--- src/rtl/syn_weight_access_ctrl.sv ---
// -----------------------------------------------------------------------------
// syn_weight_access_ctrl
//
// Sequences and arbitrates all traffic into the synapse weight table:
//   - initial table load (one 32-bit word per accepted ld_valid/ld_ready beat),
//   - spike-driven 8-bit weight reads (rd_req/rd_gnt, data on rd_valid),
//   - STDP read-modify-write updates (up_req/up_gnt, write on up_done).
// This block is the sole driver of the memory port, so the weight memory can be
// a plain 1R1W byte-masked array with one cycle of read latency.
//
// Handshakes: a load word transfers on any cycle where ld_valid && ld_ready.
// rd_req/up_req are level requests held by the requester until the matching
// single-cycle grant; a request that is low in a cycle is never granted.
// rd_valid/up_done are single-cycle pulses with no back-pressure.
//
// Ports
//   clk, rst           clock, asynchronous active-low reset
//   ld_valid/ld_data   load stream in; ld_ready out; load_done sticky flag
//   rd_req/rd_addr     read request in; rd_gnt, rd_valid, rd_data out
//   up_req/up_addr/up_delta  update request in; up_gnt, up_done out
//   busy               FSM is out of reset and not in IDLE
//   mem_re/mem_raddr/mem_rdata             memory read port (1-cycle latency)
//   mem_we/mem_waddr/mem_wmask/mem_wdata   memory write port (byte enables)
//   dbg_state          current FSM state encoding
//
// Build option
//   SYN_STDP_SAT_EN    when defined, update results clamp to [0,255];
//                      otherwise they wrap modulo 256.
// -----------------------------------------------------------------------------
module syn_weight_access_ctrl #(
  parameter int N_WORDS    = 32,
  parameter int ADDR_W     = 7,
  parameter int STARVE_MAX = 4
) (
  input  logic              clk,
  input  logic              rst,
  input  logic              ld_valid,
  input  logic [31:0]       ld_data,
  output logic              ld_ready,
  output logic              load_done,
  input  logic              rd_req,
  input  logic [ADDR_W-1:0] rd_addr,
  output logic              rd_gnt,
  output logic              rd_valid,
  output logic [7:0]        rd_data,
  input  logic              up_req,
  input  logic [ADDR_W-1:0] up_addr,
  input  logic [7:0]        up_delta,
  output logic              up_gnt,
  output logic              up_done,
  output logic              busy,
  output logic              mem_re,
  output logic [ADDR_W-3:0] mem_raddr,
  input  logic [31:0]       mem_rdata,
  output logic              mem_we,
  output logic [ADDR_W-3:0] mem_waddr,
  output logic [3:0]        mem_wmask,
  output logic [31:0]       mem_wdata,
  output logic [2:0]        dbg_state
);

  localparam int WORD_W = ADDR_W - 2;
  localparam int SCNT_W = $clog2(STARVE_MAX + 1);
  localparam logic [WORD_W-1:0] LAST_WORD = WORD_W'(N_WORDS - 1);
  localparam logic [SCNT_W-1:0] STARVE_LIM = SCNT_W'(STARVE_MAX);

  typedef enum logic [2:0] {
    S_LOAD    = 3'd0,
    S_IDLE    = 3'd1,
    S_RD_WAIT = 3'd2,
    S_UP_RD   = 3'd3,
    S_UP_WR   = 3'd4
  } state_t;

  state_t              state_q, state_d;
  logic                active_q;
  logic [WORD_W-1:0]   ld_cnt_q, ld_cnt_d;
  logic                load_done_q, load_done_d;
  logic [SCNT_W-1:0]   starve_q, starve_d;
  logic [1:0]          rd_lane_q, rd_lane_d;
  logic [7:0]          rd_data_q, rd_data_d;
  logic                rd_valid_q, rd_valid_d;
  logic [WORD_W-1:0]   up_word_q, up_word_d;
  logic [1:0]          up_lane_q, up_lane_d;
  logic [7:0]          up_delta_q, up_delta_d;
  logic [7:0]          up_new_q, up_new_d;

  logic                arb_ok;
  logic                grant_rd;
  logic                grant_up;
  logic [7:0]          old_byte;
  logic signed [9:0]   sum;

  // Sequential state
  always_ff @(posedge clk or negedge rst) begin
    if (!rst) begin
      state_q     <= S_LOAD;
      active_q    <= 1'b0;
      ld_cnt_q    <= '0;
      load_done_q <= 1'b0;
      starve_q    <= '0;
      rd_lane_q   <= '0;
      rd_data_q   <= '0;
      rd_valid_q  <= 1'b0;
      up_word_q   <= '0;
      up_lane_q   <= '0;
      up_delta_q  <= '0;
      up_new_q    <= '0;
    end else begin
      state_q     <= state_d;
      active_q    <= 1'b1;
      ld_cnt_q    <= ld_cnt_d;
      load_done_q <= load_done_d;
      starve_q    <= starve_d;
      rd_lane_q   <= rd_lane_d;
      rd_data_q   <= rd_data_d;
      rd_valid_q  <= rd_valid_d;
      up_word_q   <= up_word_d;
      up_lane_q   <= up_lane_d;
      up_delta_q  <= up_delta_d;
      up_new_q    <= up_new_d;
    end
  end

  // Arbitration is open in IDLE and in RD_WAIT: the read capture in RD_WAIT
  // uses only already-latched state, so a new grant can overlap it and reads
  // can be issued back to back.
  always_comb begin
    arb_ok   = (state_q == S_IDLE) || (state_q == S_RD_WAIT);
    grant_rd = 1'b0;
    grant_up = 1'b0;
    if (arb_ok) begin
      if (rd_req && (!up_req || (starve_q != STARVE_LIM))) begin
        grant_rd = 1'b1;
      end else if (up_req) begin
        grant_up = 1'b1;
      end
    end
  end

  // Weight arithmetic on the byte captured in UP_RD. The sum is kept in 10
  // signed bits so both underflow (negative) and overflow (>255) are visible.
  always_comb begin
    old_byte = mem_rdata[{up_lane_q, 3'b000} +: 8];
    sum      = $signed({2'b00, old_byte}) + $signed({{2{up_delta_q[7]}}, up_delta_q});
  end

  // Next-state and outputs
  always_comb begin
    state_d     = state_q;
    ld_cnt_d    = ld_cnt_q;
    load_done_d = load_done_q;
    starve_d    = starve_q;
    rd_lane_d   = rd_lane_q;
    rd_data_d   = rd_data_q;
    rd_valid_d  = 1'b0;
    up_word_d   = up_word_q;
    up_lane_d   = up_lane_q;
    up_delta_d  = up_delta_q;
    up_new_d    = up_new_q;

    ld_ready  = 1'b0;
    rd_gnt    = 1'b0;
    up_gnt    = 1'b0;
    up_done   = 1'b0;
    mem_re    = 1'b0;
    mem_raddr = '0;
    mem_we    = 1'b0;
    mem_waddr = '0;
    mem_wmask = '0;
    mem_wdata = '0;

    case (state_q)
      S_LOAD: begin
        // active_q keeps ld_ready low while reset is asserted and for the
        // release cycle itself.
        if (active_q) begin
          ld_ready = 1'b1;
          if (ld_valid) begin
            mem_we    = 1'b1;
            mem_waddr = ld_cnt_q;
            mem_wmask = 4'hF;
            mem_wdata = ld_data;
            if (ld_cnt_q == LAST_WORD) begin
              ld_cnt_d    = '0;
              load_done_d = 1'b1;
              state_d     = S_IDLE;
            end else begin
              ld_cnt_d = ld_cnt_q + WORD_W'(1);
            end
          end
        end
      end

      S_IDLE: begin
        state_d = S_IDLE;
      end

      S_RD_WAIT: begin
        rd_data_d  = mem_rdata[{rd_lane_q, 3'b000} +: 8];
        rd_valid_d = 1'b1;
        state_d    = S_IDLE;
      end

      S_UP_RD: begin
`ifdef SYN_STDP_SAT_EN
        if (sum[9]) begin
          up_new_d = 8'h00;
        end else if (sum[8]) begin
          up_new_d = 8'hFF;
        end else begin
          up_new_d = sum[7:0];
        end
`else
        up_new_d = sum[7:0];
`endif
        state_d = S_UP_WR;
      end

      S_UP_WR: begin
        mem_we    = 1'b1;
        mem_waddr = up_word_q;
        mem_wmask = 4'b0001 << up_lane_q;
        mem_wdata = {4{up_new_q}};
        up_done   = 1'b1;
        state_d   = S_IDLE;
      end

      default: begin
        state_d = S_LOAD;
      end
    endcase

    if (grant_rd) begin
      rd_gnt    = 1'b1;
      mem_re    = 1'b1;
      mem_raddr = rd_addr[ADDR_W-1:2];
      rd_lane_d = rd_addr[1:0];
      state_d   = S_RD_WAIT;
    end else if (grant_up) begin
      up_gnt     = 1'b1;
      mem_re     = 1'b1;
      mem_raddr  = up_addr[ADDR_W-1:2];
      up_word_d  = up_addr[ADDR_W-1:2];
      up_lane_d  = up_addr[1:0];
      up_delta_d = up_delta;
      state_d    = S_UP_RD;
    end

    // Starvation counter: counts reads that jumped ahead of a waiting update.
    if (!up_req || grant_up) begin
      starve_d = '0;
    end else if (grant_rd && (starve_q != STARVE_LIM)) begin
      starve_d = starve_q + SCNT_W'(1);
    end
  end

  assign load_done = load_done_q;
  assign rd_valid  = rd_valid_q;
  assign rd_data   = rd_data_q;
  assign busy      = active_q && (state_q != S_IDLE);
  assign dbg_state = state_q;

endmodule

--- config.mk ---
export PLATFORM = sky130hd
export DESIGN_NAME = syn_weight_access_ctrl
export DESIGN_NICKNAME = d
export VERILOG_FILES = /design/src/rtl/syn_weight_access_ctrl.sv
export SDC_FILE = /design/constraint.sdc
export NUM_CORES = 1
export LEC_CHECK = 0
export CAP_MARGIN = 30
export CORE_AREA = 3 3 111 81
export CTS_BUF_LIST = sky130_fd_sc_hd__clkbuf_16
export CTS_CLUSTER_DIAMETER = 80
export DETAILED_ROUTE_END_ITERATION = 8
export DIE_AREA = 0 0 114 84
export PLACE_DENSITY = 0.79
export RECOVER_POWER = 100
export SLEW_MARGIN = 20
export SYNTH_ARGS = -nofsm -noshare
export SYNTH_HDL_FRONTEND = slang
export SYNTH_SLANG_ARGS = --single-unit
--- constraint.sdc ---
create_clock -name clk -period 2.8 [get_ports clk]
set_input_delay 0.84 -clock clk [delete_from_list [all_inputs] [get_ports clk]]
set_output_delay 0.84 -clock clk [all_outputs]
set_load 0.02 [all_outputs]
==> results_dict.tcl, run 1 <==
set metrics [dict create \
    critPathTopFamily "buffers and inverters" \
    placed_area_um2 5144 \
    wl_met3_mm 1.039 \
    r2r_slack_ns 0.28 \
    drc 0 \
    core_area_um2 7905 \
    fill_cells 643 \
    syn_inst 288 \
    relSlewSlack_pct 20.47 \
    max_freq_mhz 360.3 \
    yosysTopAreaCell "dfrtp_1" \
    synth_fp_nets 391 \
    area_growth_pct 62.59 \
    cp-end-kind "register" \
    seq_area_frac_synth_pct 36.18 \
    drtIter0Drc 123 \
    cts.sinks 47 \
    setup_viol 0 \
    route.met2.wl_mm 4.907 \
    grt_pass1_vias 3129 \
    fin_util_pct 66.86 \
    hold_violations 0 \
    avgRoutedWirePerCell_um 18.49 \
    crit_top_cell "buf_4" \
    chipHeight_um 84 \
    yosysWarnings 0 \
    tns_ns 0 \
    min_period_ns 2.776 \
    status "completed" \
    post-route-period-util_pct 99.13 \
    fp-row-count 27 \
    hold_depth 1 \
    finalNetCount 584 \
    ios 157 \
    synth_common_cells "dfrtp_1 (47), a22o_1 (37), nand2_1 (29)" \
    antenna_found_initial 0 \
    ctsHoldBuffers 0 \
    antenna_cells 0 \
    cts_tree "done" \
    die_area_um2 9576 \
    grt_pass1_wl_mm 16.50 \
    drv_cap 0 \
    powerDensity_nw_per_um2 1062 \
    fin_area_um2 5285 \
    rsz0062_at_grt "yes" \
    maxSlewViolCount 0 \
    drtPass1Iterations 4 \
    grt_usage_pct 21.61 \
    vias_per_cell 5.389 \
    crit_arrival_ns 2.97 \
    synth_edf_count 0 \
    htreeDepth 2 \
    r2r-start "up_lane_q[0]$_DFFE_PN0P_" \
    crit_slowest_cell "mux4_2" \
    synth_top_cell_area_share_pct 36.18 \
    cp-start-kind "input pin" \
    place_congestion 0.8520 \
    drive_gt1_share_pct 32.57 \
    crit_fanout 2 \
    dp.cells 566 \
    vias 3142 \
    worst_pin_slew_ns 1.193 \
    syn_area_per_cell_um2 11.29 \
    cts_buffers 5 \
    drt-met1-wl_mm 4.630 \
    ir_drop_uv 430.6 \
    cp_cell_sequence "clkdlybuf4s50_1 -> mux4_2 -> ha_4 -> nor2b_2 -> o21ai_2 -> buf_4 -> buf_4 -> buf_4 -> nand2_1 -> nor2_2 -> o31ai_1" \
    instances_no_fill 583 \
    critPathCapture "up_new_q[4]$_DFFE_PN0N_" \
    async_flop_share_pct 100.0 \
    crit_buf_inv 4 \
    synth_area_leaders "dfrtp_1 (36%), mux4_2 (11%), a22o_1 (10%), mux2_4 (5.5%), ha_1 (4.2%)" \
    synth_area_um2 3251 \
    crit_start "mem_rdata[26]" \
    r2r_cells 10 \
    fin_skew_ns 0.006549 \
    routed_wl_mm 10.78 \
    root_buffer "clkbuf_16" \
    worstSkewPairLatency_ns 0.28 \
    clk_pin_slew_worst_paths_ns 0.06 \
    grt_overflow_total 0 \
    synthMostInstantiatedCell "dfrtp_1" \
    grt_max_degree 48 \
    initial_core_util_pct 41.12 \
    maxUsedRoutingLayer "met4" \
    die_x_um 114 \
    max-clock-path-buffers 2 \
    drtAntennaViolNets 0 \
    cpPeakStageDelay_ns 0.52 \
    leakage_nw 2.397 \
    crit_cells 11 \
    port_buffers 156 \
    required_ns 2.99 \
    r2r-end "up_new_q[4]$_DFFE_PN0N_" \
    min_path_type "register to register" \
    synthFlopType "dfrtp_1" \
    hpwl_mm 8.182 \
    path_class "input pin to register" \
    ys_types 52 \
    ys_ff_latch 47 \
]
## how the worst min path moves through the flow
stage / slack (ns) / end / start
4_1_cts: 0.49 / load_done$_DFFE_PN0P_ / load_done$_DFFE_PN0P_
6_report: 0.48 / load_done$_DFFE_PN0P_ / load_done$_DFFE_PN0P_
2_1_floorplan: 0.46 / ld_cnt_q[4]$_DFFE_PN0P_ / ld_cnt_q[4]$_DFFE_PN0P_
5_1_grt: 0.51 / load_done$_DFFE_PN0P_ / load_done$_DFFE_PN0P_
3_5_place_dp: 0.47 / load_done$_DFFE_PN0P_ / load_done$_DFFE_PN0P_
3_3_place_gp: 0.46 / load_done$_DFFE_PN0P_ / load_done$_DFFE_PN0P_
## sequential cells by signal (all words and copies together) (netlist names)
name	cells
rd_valid	1
dbg_state	3
load_done	1
active_q	1
starve_q	3
up_word_q	5
rd_data	8
up_new_q	8
ld_cnt_q	5
rd_lane_q	2
up_lane_q	2
up_delta_q	8
## cell families after synthesis
logic type,after synthesis,share of synthesized area (%)
xor+xnor,6,1.848
flops,47,36.18
buf+inv,31,5.928
other cells,1,0.1154
mux,40,20.79
compound gates,77,18.24
fa+ha+maj,13,5.158
simple gates,73,11.74
## metrics by stage
stage / worst slack (ns) / hold slack (ns) / power (mW)
6_report: 0.02436 / 0.4833 / 5.615
5_1_grt: -0.04567 / 0.5105 / 5.958
4_1_cts: 0.002809 / 0.4926 / 5.609
2_1_floorplan: 0.1035 / 0.4638 / 3.334
3_3_place_gp: -0.7220 / 0.4580 / 4.674
3_5_place_dp: -0.7584 / 0.4746 / 4.785
## routing by layer
metal | up-vias | global-route usage (%)
li1 | 1477 | -
met5 | - | 0
met4 | 0 | 6.041
met3 | 14 | 5.580
met1 | 1498 | 28.28
met2 | 153 | 35.33
## power by group
part           total (mW)  leakage [nW]  internal (mW)  switching, mW
Clock               0.752        0.0952          0.508          0.244
Combinational        3.49          1.72           1.83           1.66
Sequential           1.37         0.578          0.986          0.389
## area by class of cell
type / instances / area, um^2 / share of cell area [%]
Inverter: 10 / 37.54 / 0.7102
Clock buffer: 5 / 125.1 / 2.367
Timing Repair Buffer: 207 / 1818 / 34.40
Multi-Input combinational cell: 210 / 1938 / 36.67
Sequential cell: 47 / 1176 / 22.25
Clock inverter: 3 / 63.81 / 1.207
Tap cell: 101 / 126.4 / 2.391
## cells in the final DEF, fill, tap and decap left out, types with 3 or more instances in the layout
cell,count
dlygate4sd3_1,13
nand2b_1,3
inv_1,9
buf_6,7
a21oi_1,7
a22o_4,3
dlygate4sd2_1,9
mux2_2,12
dfrtp_1,47
buf_2,33
clkbuf_2,3
xnor2_1,3
clkdlybuf4s50_1,83
clkbuf_16,5
o21ai_0,10
a21o_1,3
nand3_1,5
buf_4,41
nor2_1,11
buf_12,4
clkbuf_1,5
mux4_2,16
o31ai_1,4
mux2_1,10
nand2_1,27
clkdlybuf4s15_2,4
ha_1,9
nor3b_1,6
a22o_1,34
## repair_timing
item	CTS	global route
hold endpoints to repair	0	0
setup endpoints to repair	53	46
pin swaps	11	8
resized for setup	219	19
setup buffers	8	0
cloned	1	0
## worst register-to-register path: stages (launching register included)
cell,delay [ns]
dfrtp_1,0.50
buf_4,0.23
mux4_2,0.52
ha_1,0.39
o21ai_2,0.11
buf_4,0.14
buf_4,0.12
buf_4,0.12
nand2_1,0.08
nor2_2,0.04
o31ai_1,0.17
(Power assumes the default switching activity.)
==> run 2: changes to the inputs <==
--- a/config.mk
+++ b/config.mk
@@ -6,12 +6,13 @@
 export NUM_CORES = 1
 export LEC_CHECK = 0
 export CAP_MARGIN = 30
-export CORE_AREA = 3 3 111 81
+export CORE_AREA = 3 3 106 78
 export CTS_BUF_LIST = sky130_fd_sc_hd__clkbuf_16
 export CTS_CLUSTER_DIAMETER = 80
+export CTS_CLUSTER_SIZE = 30
 export DETAILED_ROUTE_END_ITERATION = 8
-export DIE_AREA = 0 0 114 84
-export PLACE_DENSITY = 0.79
+export DIE_AREA = 0 0 109 81
+export PLACE_DENSITY = 0.86
 export RECOVER_POWER = 100
 export SLEW_MARGIN = 20
 export SYNTH_ARGS = -nofsm -noshare
==> constraint.sdc (replaced) <==
create_clock -name clk -period 3.58 [get_ports clk]
set_input_delay 1.074 -clock clk [delete_from_list [all_inputs] [get_ports clk]]
set_output_delay 1.074 -clock clk [all_outputs]
set_load 0.02 [all_outputs]
==> results_dict.tcl, run 2 (same netlist as run 1, synthesis figures left out) <==
set metrics [dict create \
    seqPwrFrac_pct 29.4 \
    clk_pin_slew_worst_paths_ns 0.06 \
    chipHeight_um 81 \
    mostFrequentLayoutCell "clkdlybuf4s50_1" \
    leakage_nw 2.204 \
    grt_usage_pct 23.20 \
    intPower_mw 2.195 \
    path_class "input pin to output pin" \
    relSlewSlack_pct -1.826 \
    max_freq_mhz 281.3 \
    ir_drop_uv 370.4 \
    fin_util_pct 67.63 \
    maxSlewViolCount 29 \
    max-clock-path-buffers 2 \
    crit_buf_inv 2 \
    finalNetCount 552 \
    violations "max-capacitance violations, max-slew violations" \
    core_area_um2 7254 \
    final_cell_mix "clkdlybuf4s50_1 (105), dfrtp_1 (47), buf_2 (38)" \
    port_buffers 156 \
    min_period_ns 3.555 \
    crit_fanout 6 \
    antenna_found_initial 0 \
    routed_wl_mm 10.19 \
    avgRoutedWirePerCell_um 18.59 \
    min_path_type "register to register" \
    hold_violations 0 \
    critPathTopFamily "buffers and inverters" \
    initial_core_util_pct 44.81 \
    hold-worst-slack_ns 0.4804 \
    cts_buffers 5 \
    drtIter0Drc 132 \
    powerDensity_nw_per_um2 778.0 \
    drv_cap 1 \
    place_congestion 0.8890 \
    vias 3041 \
    worstSkewPairLatency_ns 0.28 \
    required_ns 2.51 \
    power_switching_mw 1.622 \
    root_buffer "clkbuf_16" \
    hpwl_mm 8.100 \
    drive_gt1_share_pct 25.33 \
    grt_pass1_wl_mm 15.84 \
    die_x_um 109 \
    tns_ns 0 \
    area_growth_pct 50.92 \
    vias_per_cell 5.549 \
    cp-start-kind "input pin" \
    grt_max_degree 34 \
    grt_overflow_total 0 \
    die_area_um2 8829 \
    worst_pin_slew_ns 1.527 \
    status "complete, but fails checks" \
    antenna_cells 0 \
    fin_skew_ns 0.003508 \
    htreeDepth 2 \
    ctsHoldBuffers 0 \
    placed_area_um2 4920 \
    crit_slowest_cell "clkdlybuf4s50_1" \
    drc 0 \
    cts_tree "done" \
    swShare_pct 42.49 \
    grt_pass1_vias 3097 \
    crit_arrival_ns 2.48 \
    setup_viol 0 \
    drtAntennaViolNets 0 \
    p_comb_share_pct 59.2 \
    fp-row-count 26 \
    cts.sinks 47 \
    fin_area_um2 4906 \
    cpPeakStageDelay_ns 0.50 \
    cp-end-kind "output pin" \
    drtPass1Iterations 4 \
    cp_cell_sequence "clkdlybuf4s50_1 -> nand2_2 -> or3_4 -> nand2_1 -> dlygate4sd2_1" \
    power_frac_clock_pct 11.4 \
    ios 157 \
    post-route-period-util_pct 99.29 \
]
run 2: final cells by class:
type,count,area (um^2)
fill,568,2349
multi-input combinational,210,1904
timing repair buffer,175,1529
sequential,47,1176
clock buffer,5,125.1
tap,98,122.6
inverter,10,37.54
clock inverter,3,11.26
run 2: timing repair:
| item | 4_1_cts | 5_1_grt |
|---|---|---|
| gates resized for setup | 155 | 28 |
| endpoints found under the setup margin | 49 | 36 |
| hold endpoints to repair | 0 | 0 |
| setup buffers | 1 | 1 |
| pin swaps | 1 | 1 |
| gates cloned | 1 | 0 |
run 2: per-stage QoR:
| step | total power [mW] | cells | worst slack (ns) |
|---|---|---|---|
| floorplan | 2.608 | 288 | 0.5006 |
| global placement | 3.382 | 536 | -0.3470 |
| detailed placement | 3.472 | 537 | -0.4022 |
| CTS | 3.867 | 547 | -0.03927 |
| global route | 4.095 | 548 | -0.04074 |
| finish | 3.817 | 548 | 0.02532 |
run 2: power groups by stage:
stage | clock network [mW] | registers, mW | logic, mW
5_1_grt | 0.465 | 1.17 | 2.46
4_1_cts | 0.445 | 1.12 | 2.30
2_1_floorplan | 0 | 1.01 | 1.60
3_5_place_dp | 0 | 1.13 | 2.34
6_report | 0.436 | 1.12 | 2.26
3_3_place_gp | 0 | 1.12 | 2.27
run 2: path summary, 6_finish.rpt:
kind	startpoint	end	slack (ns)	depth (start not counted)
min reg2reg	load_done$_DFFE_PN0P_	load_done$_DFFE_PN0P_	0.48	1
min	load_done$_DFFE_PN0P_	load_done$_DFFE_PN0P_	0.48	1
min in group asynchronous	rst	rd_lane_q[1]$_DFFE_PN0P_	1.00	1
max in group asynchronous	rst	ld_cnt_q[0]$_DFFE_PN0P_	0.60	2
max	ld_valid	mem_we	0.03	5
max reg2reg	up_lane_q[0]$_DFFE_PN0P_	up_new_q[6]$_DFFE_PN0N_	0.62	9
run 2: worst register-to-register path: stages, from the launching register on:
cell and delay (ns):
dfrtp_1 0.81, mux4_2 0.63, ha_1 0.22, inv_1 0.07, fa_1 0.20, nor2b_1 0.06
o21ai_0 0.20, a21boi_0 0.14, or4_1 0.49, nand3_1 0.10
run 2: per-layer routing:
metal | wire length, um | GRT usage, %
met5 | 0 | 0
met4 | 130 | 4.918
met3 | 1152 | 6.434
met2 | 4929 | 41.24
met1 | 3977 | 28.30
